$ cat src/rtl/retire_trace_fifo.sv
// Retirement trace monitor: classifies and stamps each retire event and buffers it
// in a FIFO drained by a valid/ready sink; a halt record is never lost.
module retire_trace_fifo #(
    parameter int DATA_W = 16,
    parameter int REG_W  = 3,
    parameter int DEPTH  = 8,
    parameter int CNT_W  = 32,
    parameter int DROP_W = 16
) (
    input  logic              clk,
    input  logic              rst_n,
    input  logic              ret_valid,
    input  logic [DATA_W-1:0] ret_pc,
    input  logic [DATA_W-1:0] ret_inst,
    input  logic              ret_reg_wr,
    input  logic [REG_W-1:0]  ret_reg_sel,
    input  logic [DATA_W-1:0] ret_reg_data,
    input  logic              ret_mem_rd,
    input  logic              ret_mem_wr,
    input  logic [DATA_W-1:0] ret_mem_addr,
    input  logic [DATA_W-1:0] ret_mem_data,
    input  logic              ret_halt,
    output logic              out_valid,
    input  logic              out_ready,
    output logic [2:0]        out_kind,
    output logic [CNT_W-1:0]  out_inum,
    output logic [CNT_W-1:0]  out_cycle,
    output logic [DATA_W-1:0] out_pc,
    output logic [DATA_W-1:0] out_inst,
    output logic [DATA_W-1:0] out_reg_data,
    output logic [DATA_W-1:0] out_mem_addr,
    output logic [DATA_W-1:0] out_mem_data,
    output logic [REG_W-1:0]  out_reg_sel,
    output logic              overflow,
    output logic [DROP_W-1:0] drop_count,
    output logic              halted,
    output logic              done
);

    localparam int AW = $clog2(DEPTH);
    localparam logic [AW:0] FULL_CNT = (AW+1)'(DEPTH);

    typedef enum logic [2:0] {
        KIND_NOP  = 3'd0,
        KIND_ALU  = 3'd1,
        KIND_LD   = 3'd2,
        KIND_ST   = 3'd3,
        KIND_STU  = 3'd4,
        KIND_HALT = 3'd5
    } recKindT;

    typedef struct packed {
        recKindT            kind;
        logic [CNT_W-1:0]   inum;
        logic [CNT_W-1:0]   cycle;
        logic [DATA_W-1:0]  pc;
        logic [DATA_W-1:0]  inst;
        logic [REG_W-1:0]   regSel;
        logic [DATA_W-1:0]  regData;
        logic [DATA_W-1:0]  memAddr;
        logic [DATA_W-1:0]  memData;
    } recT;

    recT             mem [DEPTH];
    recT             newRec;
    recT             pendRec;
    recT             pushRec;
    recT             headRec;
    recKindT         newKind;
    logic [AW-1:0]   wrPtr;
    logic [AW-1:0]   rdPtr;
    logic [AW:0]     count;
    logic            pendValid;
    logic [CNT_W-1:0] cycleCtr;
    logic [CNT_W-1:0] instCtr;
    logic            accept;
    logic            pop;
    logic            room;
    logic            pushPend;
    logic            pushNew;
    logic            push;
    logic            drop;
    logic            pendLoad;

    // Classify the event, build its record and decide push, drop or park-as-pending.
    always_comb begin
        newKind = KIND_NOP;
        if (ret_halt)                       newKind = KIND_HALT;
        else if (ret_reg_wr && ret_mem_wr)  newKind = KIND_STU;
        else if (ret_mem_wr)                newKind = KIND_ST;
        else if (ret_reg_wr && ret_mem_rd)  newKind = KIND_LD;
        else if (ret_reg_wr)                newKind = KIND_ALU;

        newRec = '{kind: newKind, inum: instCtr, cycle: cycleCtr, pc: ret_pc,
                   inst: ret_inst, regSel: ret_reg_sel, regData: ret_reg_data,
                   memAddr: ret_mem_addr, memData: ret_mem_data};

        accept   = ret_valid && !halted;
        pop      = (count != '0) && out_ready;
        room     = (count != FULL_CNT) || pop;
        pushPend = pendValid && room;
        pushNew  = accept && room && !pendValid;
        push     = pushPend || pushNew;
        drop     = accept && !room && !ret_halt;
        pendLoad = accept && !room && ret_halt;
        pushRec  = pushPend ? pendRec : newRec;
    end

    // Storage is reset so every output reads zero straight out of reset.
    always_ff @(posedge clk or negedge rst_n) begin
        if (!rst_n) begin
            for (int i = 0; i < DEPTH; i++) mem[i] <= '0;
        end else if (push) begin
            mem[wrPtr] <= pushRec;
        end
    end

    always_ff @(posedge clk or negedge rst_n) begin
        if (!rst_n) begin
            wrPtr      <= '0;
            rdPtr      <= '0;
            count      <= '0;
            pendValid  <= 1'b0;
            pendRec    <= '0;
            cycleCtr   <= '0;
            instCtr    <= '0;
            overflow   <= 1'b0;
            drop_count <= '0;
            halted     <= 1'b0;
        end else begin
            cycleCtr <= cycleCtr + 1'b1;
            if (accept)  instCtr <= instCtr + 1'b1;
            if (push)    wrPtr   <= wrPtr + 1'b1;
            if (pop)     rdPtr   <= rdPtr + 1'b1;
            if (push && !pop)      count <= count + 1'b1;
            else if (pop && !push) count <= count - 1'b1;
            if (pendLoad) begin
                pendValid <= 1'b1;
                pendRec   <= newRec;
            end else if (pushPend) begin
                pendValid <= 1'b0;
            end
            if (drop) begin
                overflow <= 1'b1;
                if (drop_count != '1) drop_count <= drop_count + 1'b1;
            end
            if (accept && ret_halt) halted <= 1'b1;
        end
    end

    assign headRec      = mem[rdPtr];
    assign out_valid    = count != '0;
    assign out_kind     = headRec.kind;
    assign out_inum     = headRec.inum;
    assign out_cycle    = headRec.cycle;
    assign out_pc       = headRec.pc;
    assign out_inst     = headRec.inst;
    assign out_reg_sel  = headRec.regSel;
    assign out_reg_data = headRec.regData;
    assign out_mem_addr = headRec.memAddr;
    assign out_mem_data = headRec.memData;
    assign done         = halted && (count == '0) && !pendValid;

endmodule

$ cat config.mk
export PLATFORM = sky130hd
export DESIGN_NAME = retire_trace_fifo
export DESIGN_NICKNAME = d
export VERILOG_FILES = /design/src/rtl/retire_trace_fifo.sv
export SDC_FILE = /design/constraint.sdc
export NUM_CORES = 2
export LEC_CHECK = 0
export ABC_CLOCK_PERIOD_IN_PS = 2900
export BUFFER_PORTS_ARGS = -buffer_cell sky130_fd_sc_hd__clkbuf_2
export CAP_MARGIN = 20
export CORE_MARGIN = 2
export CORE_UTILIZATION = 50
export CTS_CLUSTER_DIAMETER = 200
export DETAILED_ROUTE_END_ITERATION = 7
export PLACE_DENSITY_LB_ADDON = 0.15
export SYNTH_ARGS = -nofsm -noshare
export SYNTH_HDL_FRONTEND = slang
export SYNTH_SLANG_ARGS = --single-unit
$ cat constraint.sdc
create_clock -name clk -period 2.9 [get_ports clk]
set_clock_uncertainty 0.05 [all_clocks]
set_input_delay 0.435 -clock clk [delete_from_list [all_inputs] [get_ports clk]]
set_output_delay 0.435 -clock clk [all_outputs]
set_load 0.05 [all_outputs]
==> metrics.cfg <==
[cells_and_area]
syn_to_final_growth_pct=22.3
layout-drive-gt1-share_pct=25.5
final_nets=5871
utilization_pct=61.6

[critical_path]
path_max_fanout=8
crit_type=reg2out
cp.arrival_ps=2810
cp-end-kind=output pin
start_kind=flop
cp.required_ps=2410

[pwr]
peakVddDrop_mv=0.747
total_power_w=0.0572
leakagePower_nw=35.7
powerDensity_nw_per_um2=753

[die]
initial_core_util_pct=50.3
die_w_um=357
rows=129
die_area_sq_um=127000
die_h_um=357
core_sq_um=123000
num_io_pins=261

[route]
avgViaCountPerCell=5.50
drtIter0Drc=2834
drc=0
ant_nets=0
route.final.wire_length_mm=152
routedWlPerCell_um=20.2
firstDrtPassIters=6
route.vias.total=41400

[global_route]
grt_pass1_vias=42800
grt_pass1_wl_mm=245
grt-ovfl-total=0
grt_max_degree=125
grt_use_total_pct=24.6
antenna_found_initial=4

[sta]
hold_viol=0
setup-violations-final=150
fmax_mhz=304
whs_ps=138
tns_ps=-46330
max_slew_margin_pct=40.8
setup_ws_ps=-390
tightest_slew_ps=888
slew_viol_final=0
min_period_ps=3290
rsz0062_at_grt=true
fin_crit_sh_pct=113

[synth]
synth_area_sq_um=62200
syn_inst=5291
synth-compound-area-share_pct=10.0
synth_top_family_by_area=multiplexers
synth-simple-area-share_pct=8.87
synth_cell_type_count=52
synth-seq-cells=1443
ys_seq_area_share_pct=58.1
synth-xor-area-share_pct=1.10
synth_nets=5391
yosys_warnings=0
muxShareOfSynthArea_pct=18.8
synthAdderAreaFrac_pct=0.193
synth_area_per_cell_sq_um=11.7

[run]
cap_violations=0

[clock_tree]
path_clk_slew_ps=60
cts_max_level=4
cts_root_buf=clkbuf_16
cts-buffers-inserted=155
clk_latency_ps=780
cts_tree=done
clockBufferDepth=3
cts_sinks=1443

[run_status]
status=finished, violations left
violations=setup timing

[min_path]
hold_path_class=in2reg

[placed_design]
gp_congestion=0.770
dp_slack_ps=192
portBuffers=260
dp_hpwl_mm=94.0

-- metrics by stage --
stage,std cells,area (sq um)
6_report,7529,76000
5_1_grt,7528,76000
4_1_cts,7520,75500
3_5_place_dp,7138,67700
3_3_place_gp,7138,67700
2_1_floorplan,5291,62200
-- Yosys cell counts (all sizes together) --
library cell	count	area [sq um]
dfrtp	1443	36100
nand2	1235	4640
o21ai	1202	6020
mux2	302	3400
mux4	300	6760
clkbuf	202	759
buf	194	1050
mux2i	151	1510
xnor2	62	543
nand3	29	150
nand4	28	175
xor2	16	140
and3	14	87.6
nor2	13	51.3
nor4	11	81.3
nor3	9	45.0
and4	8	70.1
ha	8	100
inv	8	30.0
o221ai	8	70.1
nand2b	6	37.5
a21oi	5	25.0
nor3b	5	37.5
a21o	3	22.5
and3b	3	26.3
nand4b	3	26.3
a211oi	2	15.0
a31oi	2	12.5
and2	2	12.5
nand3b	2	15.0
or2	2	12.5
or3	2	17.5
or3b	2	17.5
a2111oi	1	15.0
a21boi	1	7.51
fa	1	20.0
nor2b	1	6.26
nor4bb	1	10.0
o21a	1	7.51
o21bai	1	7.51
o22a	1	8.76
o311ai	1	8.76
-- per-layer routing --
layer | vias to the layer above | share of wire, % | global-route usage [%]
met5 | - | 0.012 | 0
met4 | 4 | 2.7 | 7.71
met3 | 225 | 4.7 | 4.01
met2 | 781 | 48 | 39.6
met1 | 20800 | 45 | 34.5
li1 | 19600 | - | -
-- placed cells by master (no fill, tap or decap), types with 9 or more instances in the layout --
master,instances
xnor2_1,62
buf_4,241
mux4_2,300
nor4_1,9
clkinv_2,22
clkbuf_2,108
clkbuf_4,27
mux2i_1,151
buf_16,14
and3_1,14
clkbuf_8,79
clkbuf_16,177
mux2_4,89
dlygate4sd3_1,86
buf_12,99
nand4_1,28
nand3_1,28
xor2_1,16
mux2_2,213
nor2_1,12
o21ai_1,9
clkbuf_1,33
o21ai_0,1192
nand2_1,1235
buf_8,61
nor3_1,9
dfrtp_1,1440
buf_6,28
-- final cells by class --
class	instances	area (sq um)
fillers	9849	47500
flip-flops and latches	1443	36100
multi-input cells	3444	24700
repair buffers	719	8010
clock buffers	234	4650
well taps	1637	2050
clock inverters	42	447
inverters	8	30.0
diodes	2	5.00
-- report_power, final --
group | total, W | switching (W) | internal (W)
logic | 0.0149 | 0.00763 | 0.00729
clock network | 0.0196 | 0.00812 | 0.0114
registers | 0.0227 | 0.000982 | 0.0218
total | 0.0572 | 0.0167 | 0.0405
-- logic make-up after synthesis --
logic type,count (synthesis)
flops,1443
buf+inv,404
compound gates,1228
fa+ha+maj,9
mux,753
simple gates,1376
xor+xnor,78
-- sequential cells by signal, indices dropped and copies added (netlist names) --
signal and count:
mem 1200, instCtr 32, drop_count 16, count 4
pendRec 150, cycleCtr 32, overflow 1, pendValid 1
halted 1, wrPtr 3, rdPtr 3
-- critical path, cell delays in order, from the launching register on --
cell and delay (ps):
dfrtp_4 420, buf_4 210, clkbuf_16 210, buf_16 150, mux4_2 500, mux2_2 340, clkbuf_8 190
-- path summary, 6_finish.rpt --
path | start | endpoint | slack, ps | cells after the start
worst max-delay path | rdPtr[0]$_DFFE_PN0P_ | out_cycle[23] | -390 | 6
worst min register to register | pendRec[147]$_DFFE_PN0P_ | pendRec[147]$_DFFE_PN0P_ | 420 | 1
worst max register to register | count[1]$_DFFE_PN0P_ | mem[643]$_DFFE_PN0P_ | 180 | 8
max in group asynchronous | rst_n | instCtr[8]$_DFFE_PN0N_ | 1470 | 3
min in group asynchronous | rst_n | mem[391]$_DFFE_PN0P_ | 240 | 2
worst min-delay path | ret_halt | halted$_DFFE_PN0P_ | 140 | 3
-- what timing repair did --
item                                   CTS  global route
hold buffers                            86             0
endpoints found under the hold margin  123             0
gates resized for setup                342           167
setup endpoints to repair              151           151
setup buffers                           14             4
gates cloned                             6             7
Note: power is estimated with default switching activity, not from simulation.
